--- src/rtl/pwm_duty_generator.sv ---
// rtl/pwm_duty_generator.sv - fixed-frequency PWM with button-stepped duty cycle
// Optional feature macro: PWM_GLITCHFREE_UPDATE_EN (duty changes applied only at period start)

module pwm_button_debounce (
    input  logic clk,
    input  logic rst,
    input  logic tick_i,
    input  logic btn_i,
    output logic press_o
);
    logic s1_q;
    logic s2_q;
    logic db_q;
    logic db;

    // The button must be seen high on two consecutive ticks to register.
    assign db      = s1_q & s2_q;
    assign press_o = db & ~db_q;

    always_ff @(posedge clk or posedge rst) begin
        if (rst) begin
            s1_q <= 1'b0;
            s2_q <= 1'b0;
            db_q <= 1'b0;
        end else begin
            if (tick_i) begin
                s1_q <= btn_i;
                s2_q <= s1_q;
            end
            db_q <= db;
        end
    end
endmodule

module pwm_duty_generator #(
    parameter int PERIOD    = 10,
    parameter int DUTY_INIT = 5,
    parameter int DUTY_MIN  = 1,
    parameter int DUTY_MAX  = 9,
    parameter int DEB_DIV   = 4
) (
    input  logic clk,
    input  logic rst,
    input  logic increase_duty,
    input  logic decrease_duty,
    output logic PWM_OUT
);
    localparam int W  = $clog2(PERIOD + 1);
    localparam int DW = $clog2(DEB_DIV + 1);

    localparam logic [W-1:0]  CNT_LAST   = W'(PERIOD - 1);
    localparam logic [W-1:0]  DUTY_RST   = W'(DUTY_INIT);
    localparam logic [W-1:0]  DUTY_LO    = W'(DUTY_MIN);
    localparam logic [W-1:0]  DUTY_HI    = W'(DUTY_MAX);
    localparam logic [DW-1:0] DIV_LAST   = DW'(DEB_DIV - 1);

    logic [DW-1:0] div_q, div_d;
    logic          tick;
    logic [W-1:0]  cnt_q, cnt_d;
    logic [W-1:0]  duty_q, duty_d;
    logic [W-1:0]  active_duty;
    logic          pwm_q, pwm_d;
    logic          inc_press;
    logic          dec_press;

    assign tick = (div_q == DIV_LAST);

    always_comb begin
        div_d = div_q + 1'b1;
        if (tick) begin
            div_d = '0;
        end
    end

    pwm_button_debounce u_inc_btn (
        .clk     (clk),
        .rst     (rst),
        .tick_i  (tick),
        .btn_i   (increase_duty),
        .press_o (inc_press)
    );

    pwm_button_debounce u_dec_btn (
        .clk     (clk),
        .rst     (rst),
        .tick_i  (tick),
        .btn_i   (decrease_duty),
        .press_o (dec_press)
    );

    // Simultaneous presses cancel; limits saturate rather than wrap.
    always_comb begin
        duty_d = duty_q;
        if (inc_press && !dec_press && (duty_q < DUTY_HI)) begin
            duty_d = duty_q + 1'b1;
        end else if (dec_press && !inc_press && (duty_q > DUTY_LO)) begin
            duty_d = duty_q - 1'b1;
        end
    end

    always_comb begin
        cnt_d = cnt_q + 1'b1;
        if (cnt_q == CNT_LAST) begin
            cnt_d = '0;
        end
    end

    assign pwm_d = (cnt_q < active_duty);

`ifdef PWM_GLITCHFREE_UPDATE_EN
    logic [W-1:0] active_duty_q;

    assign active_duty = active_duty_q;

    always_ff @(posedge clk or posedge rst) begin
        if (rst) begin
            active_duty_q <= DUTY_RST;
        end else if (cnt_q == CNT_LAST) begin
            active_duty_q <= duty_q;
        end
    end
`else
    assign active_duty = duty_q;
`endif

    always_ff @(posedge clk or posedge rst) begin
        if (rst) begin
            div_q  <= '0;
            cnt_q  <= '0;
            duty_q <= DUTY_RST;
            pwm_q  <= 1'b0;
        end else begin
            div_q  <= div_d;
            cnt_q  <= cnt_d;
            duty_q <= duty_d;
            pwm_q  <= pwm_d;
        end
    end

    assign PWM_OUT = pwm_q;
endmodule

--- config.mk ---
export PLATFORM = sky130hd
export DESIGN_NAME = pwm_duty_generator
export DESIGN_NICKNAME = d
export VERILOG_FILES = /design/src/rtl/pwm_duty_generator.sv
export SDC_FILE = /design/constraint.sdc
export NUM_CORES = 1
export LEC_CHECK = 0
export ABC_AREA = 0
export BUFFER_PORTS_ARGS = -buffer_cell sky130_fd_sc_hd__buf_2
export CAP_MARGIN = 15
export CORE_AREA = 4 4 45 47
export CTS_BUF_LIST = sky130_fd_sc_hd__clkbuf_4 sky130_fd_sc_hd__clkbuf_8
export DETAILED_ROUTE_END_ITERATION = 16
export DIE_AREA = 0 0 49 51
export GPL_TIMING_DRIVEN = 0
export PLACE_DENSITY = 0.73
export SYNTH_ARGS = -nofsm -noshare
export SYNTH_HDL_FRONTEND = slang
export SYNTH_SLANG_ARGS = --single-unit
--- constraint.sdc ---
create_clock -name clk -period 1.8 [get_ports clk]
set_clock_uncertainty 0.2 [all_clocks]
set_input_delay 0.18 -clock clk [delete_from_list [all_inputs] [get_ports clk]]
set_output_delay 0.18 -clock clk [all_outputs]
set_load 0.01 [all_outputs]
== After elaboration in Yosys (flattened, before gate mapping) ==
Cells that the tools add are included.

* Bits in registers: 18
* Input port bits: 4
* Output and inout bits: 1
* Word-level logic and storage cells: 36

* Add/sub/neg operators: 4
* Reductions and logical operators: 7
* Bitwise gates (word level): 6
* Muxes and demuxes: 4
* Equal/unequal tests: 2
* Order comparisons: 3

{| class="wikitable"
|+ Operator list
! cell !! number
|-
| $mux 4 || 3
|-
| $add 4x1->4 const B || 2
|-
| $and 1x1->1 || 4
|-
| $eq 4x4->1 const B || 1
|-
| $gt 4x1->1 const B || 1
|-
| $logic_and 1x1->1 || 4
|-
| $lt 4x4->1 || 1
|-
| $lt 4x4->1 const B || 1
|-
| $sub 4x1->4 const B || 1
|-
| $add 3x1->3 const B || 1
|-
| $eq 3x2->1 const B || 1
|-
| $mux 3 || 1
|-
| $logic_not 1->1 || 2
|-
| $not 1->1 || 2
|-
| $reduce_bool 2->1 || 1
|}

== Longest topological paths before layout ==
Gate-level depths: netlist of the first run.

* Depth after elaboration: 7
* Gate-level depth with buffers: 6

== By module ==
Synthesis of the first run repeated with hierarchy kept, for this count alone.

* Cells, all modules: 85
* Area total of the unflattened synthesis: 923.4 µm²

{| class="wikitable"
|+ By module, submodules not included
! module !! times used !! sequential area each (µm²) !! cells an instance !! area an instance (µm²)
|-
| pwm_duty_generator || 1 || 302.8 || 69 || 690.7
|-
| pwm_button_debounce || 2 || 75.1 || 8 || 116.4
|}

== Worst setup path before layout of the first run ==
Ideal clock, no wire load.

* Path type: reg-to-reg
* Start: reg duty_q[1], in the netlist active_duty[1]
* End: reg duty_q[1], in the netlist active_duty[1]
* Slack: 0.005 ns
* Data arrival time: 1.469 ns
* Required time: 1.474 ns
* Buffers on the path: 0
* Cell stages (with the launch flop): 6
* Library setup time: 0.126 ns
* Cells stage by stage: dfrtp_1 inv_1 ha_1 nor2_1 o311a_1 o32a_1

* Longest elaborated chain between the ends: 3
* Elaborated cells on any way between the ends: 9

{| class="wikitable"
|+ Ends and longest elaborated chain
! what !! RTL line !! RTL
|-
| from (decl) || 60 || <nowiki>logic [W-1:0] duty_q, duty_d;</nowiki>
|-
| from (signal assigned) || 135 || <nowiki>duty_q <= duty_d;</nowiki>
|-
| $sub 4x1->4, or another cell as far along || 97 || <nowiki>duty_d = duty_q - 1'b1;</nowiki>
|-
| $mux 4, or another cell as far along || 96 || <nowiki>end else if (dec_press && !inc_press && (duty_q > DUTY_LO)) begin</nowiki>
|-
| $mux 4 or $reduce_bool 2->1 (tied branches) || - ||
|}

Parallel ways exist; a longest one is shown, timed or not. The select of a mux whose other input is x is not followed.
A chain may end at the register's enable or synchronous reset.

== Worst setup path in the final report of the first run ==
Same ends and word-level chain as after synthesis.

==> results.env, run 1 <==
RUN_STATUS='completed'
MAXCLOCKFREQUENCY_MHz=572
R2R.WORST_PATH.CELLS=6
WORST_ENDPOINT_DATA_ARRIVAL_TIME_PS=1730
MAX_CAP_VIOLATIONS=0
DRT-WIRELENGTH-PER-CELL_UM=13.4
MAX_SLEW_MARGIN_PCT=55.1
CLK_LATENCY_PS=290
CLOCK_TREE.HTREE_LEVEL_COUNT=1
CLOCK_TREE_FROM_TRITONCTS='done'
FINAL_DESIGN_AREA_NO_FILL_UM2=1040
GRT_USAGE_PCT=13.3
INSERTEDDIODECOUNT=0
HALF_PERIMETER_WIRE_LENGTH_OF_THE_DETAILED_PLACEMENT_RESULT_UM=1010
SYNTH_FLOP_CELL='sky130_fd_sc_hd__dfrtp_1'
INITIAL_CORE_UTIL_PCT=53.3
AREA_DELTA_SYNTH_FINAL_PCT=18.8
DIEAREA_UM2=2500
GRT_ANTENNA_BEFORE_REPAIR=0
SYNTH.LIB_CELLS_USED.DISTINCT=25
TIMING_HOLD_VIOLATIONS_FINAL=0
POST_ROUTE_DRC=0
POWER.TOTAL_mW=1.25
DP_CELLS=93
GRT_START_MAX_NET_PINS=19
VIAS_PER_CELL=5.39
SYNTH_EDF_COUNT=0
IO_BUFFERS=4
ANTENNA_VIOLATING_NETS_POST_ROUTE=0
MOST-COMMON-LAYOUT-CELLS='sky130_fd_sc_hd__dfrtp_1 (16), sky130_fd_sc_hd__ha_1 (6), sky130_fd_sc_hd__buf_4 (6)'
YOSYS_WARNINGS=0
DRT_FIRST_PASS_ITERS=2
DIE_WIDTH_UM=49
CORE_UM2=1650
RSZ_0062_RAISED_AFTER_GLOBAL_ROUTING='yes'
FINAL_LAYOUT_SIZE_SUFFIX_GT1_SHARE_PCT=30.3
MOSTFREQUENTLAYOUTCELL='sky130_fd_sc_hd__dfrtp_1'
CTS.SINK_COUNT=18
INSTANCES_NO_FILL=106
MAXSLEWVIOLCOUNT=0
GLOBAL_ROUTE_WIRE_LENGTH_BEFORE_REPAIR_UM=2590
ROW_COUNT=15
REQUIRED_TIME_WORST_ENDPOINT_PS=1780
TIMING.FINAL.CRIT_SHARE_PCT=97.2
SYNTH-SEQ-AREA-SHARE_PCT=51.5
POSTSYNTHREGISTERBITS=18
FINALNETCOUNT=101
ROUTE.VIAS.TOTAL=571
NETLIST_INSTANCES=72
SYNTH_FP_NETS=83
SETUP.WORST_PATH.START_CLASS='flip-flop'
SETUP-TNS-FINAL_PS=0
WORST_SETUP_PATH_END_KIND='flip-flop'
TIMING.HOLD.WORST.CLASS='flip-flop to flip-flop'
POWERDENSITY_nW_PER_UM2=1200
ASYNC_FLOP_SHARE_PCT=100
PLACE.GP.CONGESTION=0.735
WORSTHOLDPATHCELLS=1
CTS.REPORTEDPATHS.CLKPINSLEW_PS=100
TIMING.CRITICAL_PATH.FANOUT_MAX=5
IO_PINS=5
WORST-SLEW-PIN-TRANSITION_PS=673
P_LEAK_nW=0.503
DIEHEIGHT_UM=51
FIRST_GLOBAL_VIAS=609
CTS.PATH.MAX_BUFFERS=2
NUMBER_OF_SETUP_VIOLATIONS_IN_THE_FINAL_REPORT=0
MAX-VDD-IR-DROP_uV=684
CRITPATHKIND='flip-flop to flip-flop'
DRT_WL_TOTAL_UM=1420
LAYOUT_MIN_CYCLE_TIME_PS=1750
PLACE_AREA_UM2=921
GR-TOTAL-OVERFLOW=0
INITIALDRTVIOLATIONCOUNT=7
FILLER_CELL_COUNT=143
FINAL_UTIL_PCT=63.3
TRITONCTS.NUM_BUFFERS=3
SYN_AREA_UM2=880
SYNTH.AVG_CELL_AREA_UM2=12.2
CTS-ROOT-BUF='sky130_fd_sc_hd__clkbuf_4'
[layer usage]
layer | GRT usage, % | vias up | routed length [µm]
met5 | 0 | - | 0
met4 | 5.38 | 0 | 17
met3 | 2.62 | 2 | 33
met1 | 15.2 | 284 | 618
met2 | 24.1 | 5 | 747
li1 | - | 280 | -
[layout make-up]
cell class                 count  area, µm²  share of cell area (%)
sequential                    18        453                    43.4
inverter                       7       26.3                    2.51
multi-input combinational     47        413                    39.5
timing repair buffer          13       95.1                    9.10
clock buffer                   4       36.3                    3.47
tap                           17       21.3                    2.04
[stage by stage]
stage          hold WS [ps]  setup WS [ps]
5_1_grt                 305          -42.0
4_1_cts                 260           32.7
6_report                256           50.4
2_1_floorplan         -82.9           5.13
3_3_place_gp            103           -100
3_5_place_dp            114           -133
[repair_timing]
item / in CTS / in global routing
resized for setup: 3 / 1
endpoints found under the hold margin: 18 / 0
setup endpoints to repair: 4 / 3
setup buffers: 3 / 3
hold buffers: 3 / 0
pin swaps: 3 / 2
[worst max-delay path, cell delays in order, from the launching register on]
cell and delay (ps):
sky130_fd_sc_hd__dfrtp_1 410, sky130_fd_sc_hd__inv_2 100, sky130_fd_sc_hd__ha_4 150, sky130_fd_sc_hd__nand2b_4 60
sky130_fd_sc_hd__a211oi_4 320, sky130_fd_sc_hd__nor2_1 70, sky130_fd_sc_hd__o32a_1 330
[power by group]
| group | switching (mW) | total (mW) | internal (mW) |
|---|---|---|---|
| Combinational | 0.201 | 0.451 | 0.250 |
| Clock | 0.120 | 0.244 | 0.123 |
| Sequential | 0.0681 | 0.555 | 0.487 |
[cell usage after synthesis, types with 2 or more instances]
cell / n / area [µm²]
sky130_fd_sc_hd__dfrtp_1: 16 / 400
sky130_fd_sc_hd__ha_1: 7 / 87.6
sky130_fd_sc_hd__inv_1: 7 / 26.3
sky130_fd_sc_hd__mux2_2: 5 / 56.3
sky130_fd_sc_hd__nor2_1: 4 / 15.0
sky130_fd_sc_hd__xnor2_1: 4 / 35.0
sky130_fd_sc_hd__and2_1: 3 / 18.8
sky130_fd_sc_hd__nand2b_1: 3 / 18.8
sky130_fd_sc_hd__a21o_1: 2 / 15.0
sky130_fd_sc_hd__a21oi_1: 2 / 10.0
sky130_fd_sc_hd__dfstp_2: 2 / 52.6
sky130_fd_sc_hd__nand2_1: 2 / 7.51
sky130_fd_sc_hd__nor2b_1: 2 / 12.5
sky130_fd_sc_hd__nor3_1: 2 / 10.0
[final timing paths]
kind	end	start	slack (ps)
max	active_duty[1]$_DFFE_PP0P_	active_duty[1]$_DFFE_PP0P_	50
min	div_q[0]$_DFF_PP0_	div_q[0]$_DFF_PP0_	260
max reg2reg	active_duty[1]$_DFFE_PP0P_	active_duty[1]$_DFFE_PP0P_	50
min reg2reg	div_q[0]$_DFF_PP0_	div_q[0]$_DFF_PP0_	260
max in group asynchronous	cnt_q[2]$_DFF_PP0_	rst	650
min in group asynchronous	u_inc_btn.s2_q$_DFFE_PP0N_	rst	320
[cell families (layout without fill, tap and decap cells)]
| kind of cell | count (synthesis) | in the layout | synth area share (%) |
|---|---|---|---|
| compound gates | 11 | 11 | 11.2 |
| xor+xnor | 4 | 4 | 3.98 |
| fa+ha+maj | 7 | 7 | 9.96 |
| buf+inv | 7 | 24 | 2.99 |
| flops | 18 | 18 | 51.5 |
| mux | 6 | 6 | 7.54 |
| simple gates | 19 | 19 | 12.8 |
[flip-flops by register name, indices dropped and copies added, names as in the netlist]
signal          cells
PWM_OUT             1
active_duty         4
cnt_q               4
div_q               3
u_dec_btn.db_q      1
u_dec_btn.s1_q      1
u_dec_btn.s2_q      1
u_inc_btn.db_q      1
u_inc_btn.s1_q      1
u_inc_btn.s2_q      1
(Power assumes the default switching activity.)
==> inputs of run 2 (changes only) <==
--- a/config.mk
+++ b/config.mk
@@ -14,6 +14,7 @@
 export DIE_AREA = 0 0 49 51
 export GPL_TIMING_DRIVEN = 0
 export PLACE_DENSITY = 0.73
+export SETUP_SLACK_MARGIN = 0.3
 export SYNTH_ARGS = -nofsm -noshare
 export SYNTH_HDL_FRONTEND = slang
 export SYNTH_SLANG_ARGS = --single-unit
==> results.env, run 2 (same netlist as run 1, synthesis figures left out) <==
MIN-DELAY-START='div_q[0]$_DFF_PP0_'
DP_CELLS=93
INSERTEDDIODECOUNT=0
REG2REG_TO='active_duty[1]$_DFFE_PP0P_'
REGTOREGSTARTPOINT='active_duty[0]$_DFFE_PP1P_'
ANTENNA_VIOLATING_NETS_POST_ROUTE=0
P_LEAK_nW=0.507
PRECTSSETUPSLACK_PS=-11.5
MOST-COMMON-LAYOUT-CELLS='sky130_fd_sc_hd__dfrtp_1 (16), sky130_fd_sc_hd__buf_4 (6), sky130_fd_sc_hd__mux2_2 (5), sky130_fd_sc_hd__inv_1 (5)'
INSTANCES_NO_FILL=107
FIRST_GLOBAL_VIAS=577
INITIALDRTVIOLATIONCOUNT=4
FINAL_LAYOUT_SIZE_SUFFIX_GT1_SHARE_PCT=36.7
INITIAL_CORE_UTIL_PCT=53.3
MAX_SLEW_MARGIN_PCT=54.6
SETUP.WORST_PATH.START_CLASS='flip-flop'
CTS-ROOT-BUF='sky130_fd_sc_hd__clkbuf_4'
MAXCLOCKFREQUENCY_MHz=587
CLK_LATENCY_PS=300
IO_BUFFERS=4
RSZ_0062_RAISED_AFTER_GLOBAL_ROUTING='yes'
MIN_DELAY_WORST_ENDPOINT='div_q[0]$_DFF_PP0_'
WORST_ENDPOINT_DATA_ARRIVAL_TIME_PS=1690
WORST_SETUP_PATH_END_KIND='flip-flop'
ROW_COUNT=15
TRITONCTS.NUM_BUFFERS=3
CLOCK_TREE.HTREE_LEVEL_COUNT=1
POST_ROUTE_DRC=0
WORSTHOLDPATHCELLS=1
HALF_PERIMETER_WIRE_LENGTH_OF_THE_DETAILED_PLACEMENT_RESULT_UM=930
CTS.PATH.MAX_BUFFERS=2
MAX-VDD-IR-DROP_uV=757
MAXSLEWVIOLCOUNT=0
AREA_DELTA_SYNTH_FINAL_PCT=24.6
MOSTFREQUENTLAYOUTCELL='sky130_fd_sc_hd__dfrtp_1'
WORST-SLEW-PIN-TRANSITION_PS=680
LAYOUT_MIN_CYCLE_TIME_PS=1700
DRT-WIRELENGTH-PER-CELL_UM=14.2
FINALNETCOUNT=102
FINAL_UTIL_PCT=66.4
CTS.SINK_COUNT=18
GR-TOTAL-OVERFLOW=0
CORE_UM2=1650
DIEHEIGHT_UM=51
VIAS_PER_CELL=5.29
TIMING.CRITICAL_PATH.FANOUT_MAX=5
CLOCK_TREE_FROM_TRITONCTS='done'
RUN_STATUS='completed'
PLACE.GP.CONGESTION=0.759
ROUTE.VIAS.TOTAL=566
CTS.REPORTEDPATHS.CLKPINSLEW_PS=100
SETUP-TNS-FINAL_PS=0
NUMBER_OF_SETUP_VIOLATIONS_IN_THE_FINAL_REPORT=0
DRT_WL_TOTAL_UM=1520
REQUIRED_TIME_WORST_ENDPOINT_PS=1790
GLOBAL_ROUTE_WIRE_LENGTH_BEFORE_REPAIR_UM=2580
SETUP_WS_PS=97.0
REGISTER_TO_REGISTER_PATH_SETUP_SLACK_PS=100
POWERDENSITY_nW_PER_UM2=1200
GRT_USAGE_PCT=13.6
IO_PINS=5
DIEAREA_UM2=2500
TIMING.HOLD.WORST.CLASS='flip-flop to flip-flop'
CRITPATHKIND='flip-flop to flip-flop'
GRT_ANTENNA_BEFORE_REPAIR=0
TIMING_HOLD_VIOLATIONS_FINAL=0
GRT_START_MAX_NET_PINS=19
TIMING.FINAL.CRIT_SHARE_PCT=94.6
DIE_WIDTH_UM=49
MAX_CAP_VIOLATIONS=0
POWER.TOTAL_mW=1.32
R2R.WORST_PATH.CELLS=4
DRT_FIRST_PASS_ITERS=2
==> run 2: timing repair <==
action                                 CTS  global route
setup buffers                            5             2
endpoints found under the hold margin   18             0
hold buffers                             3             0
setup endpoints to repair                9             5
gates resized for setup                  5             2
pin swaps                                6             6
==> run 2: final cells by class <==
cell class	count	area, µm²
Clock buffer	4	30.0
Fill cell	131	556
Inverter	7	28.8
Multi-Input combinational cell	47	457
Sequential cell	18	453
Tap cell	17	21.3
Timing Repair Buffer	14	106
==> run 2: per-layer routing <==
layer  part of all wire, %  global-route usage [%]  routed length (µm)  vias up
met3                   2.0                    2.62                  30        5
met2                    51                    22.2                 776        5
met4                   2.6                    8.07                  40        0
met1                    44                    16.8                 671      277
met5                     0                       0                   0        -
li1                      -                       -                   -      279
==> run 2: worst max-delay path by stage <==
stage	start	endpoint	slack [ps]	cells after the start
2_1_floorplan	active_duty[0]$_DFFE_PP1P_	active_duty[1]$_DFFE_PP0P_	90	4
3_3_place_gp	active_duty[0]$_DFFE_PP1P_	active_duty[2]$_DFFE_PP1P_	6	6
3_5_place_dp	active_duty[0]$_DFFE_PP1P_	active_duty[2]$_DFFE_PP1P_	-10	6
4_1_cts	active_duty[0]$_DFFE_PP1P_	active_duty[1]$_DFFE_PP0P_	80	4
5_1_grt	active_duty[0]$_DFFE_PP1P_	active_duty[1]$_DFFE_PP0P_	7	6
6_report	active_duty[0]$_DFFE_PP1P_	active_duty[1]$_DFFE_PP0P_	100	4
==> run 2: critical path, stage by stage, from the launching register on <==
cell                      delay [ps]
sky130_fd_sc_hd__dfstp_2         600
sky130_fd_sc_hd__ha_4            130
sky130_fd_sc_hd__nor2_1           50
sky130_fd_sc_hd__o311a_4         330
sky130_fd_sc_hd__o32a_1          280
==> run 2: power by group <==
part           total [mW]  switching [mW]  internal (mW)
sequential          0.571          0.0839          0.487
clock               0.228           0.126          0.101
combinational       0.520           0.234          0.286
total                1.32           0.444          0.875
==> run 2: metrics by stage <==
step | hold slack, ps | instance area [µm²]
finish | 242 | 1100
global route | 260 | 1100
CTS | 243 | 1060
detailed placement | 110 | 946
global placement | 102 | 946
floorplan | -82.9 | 905
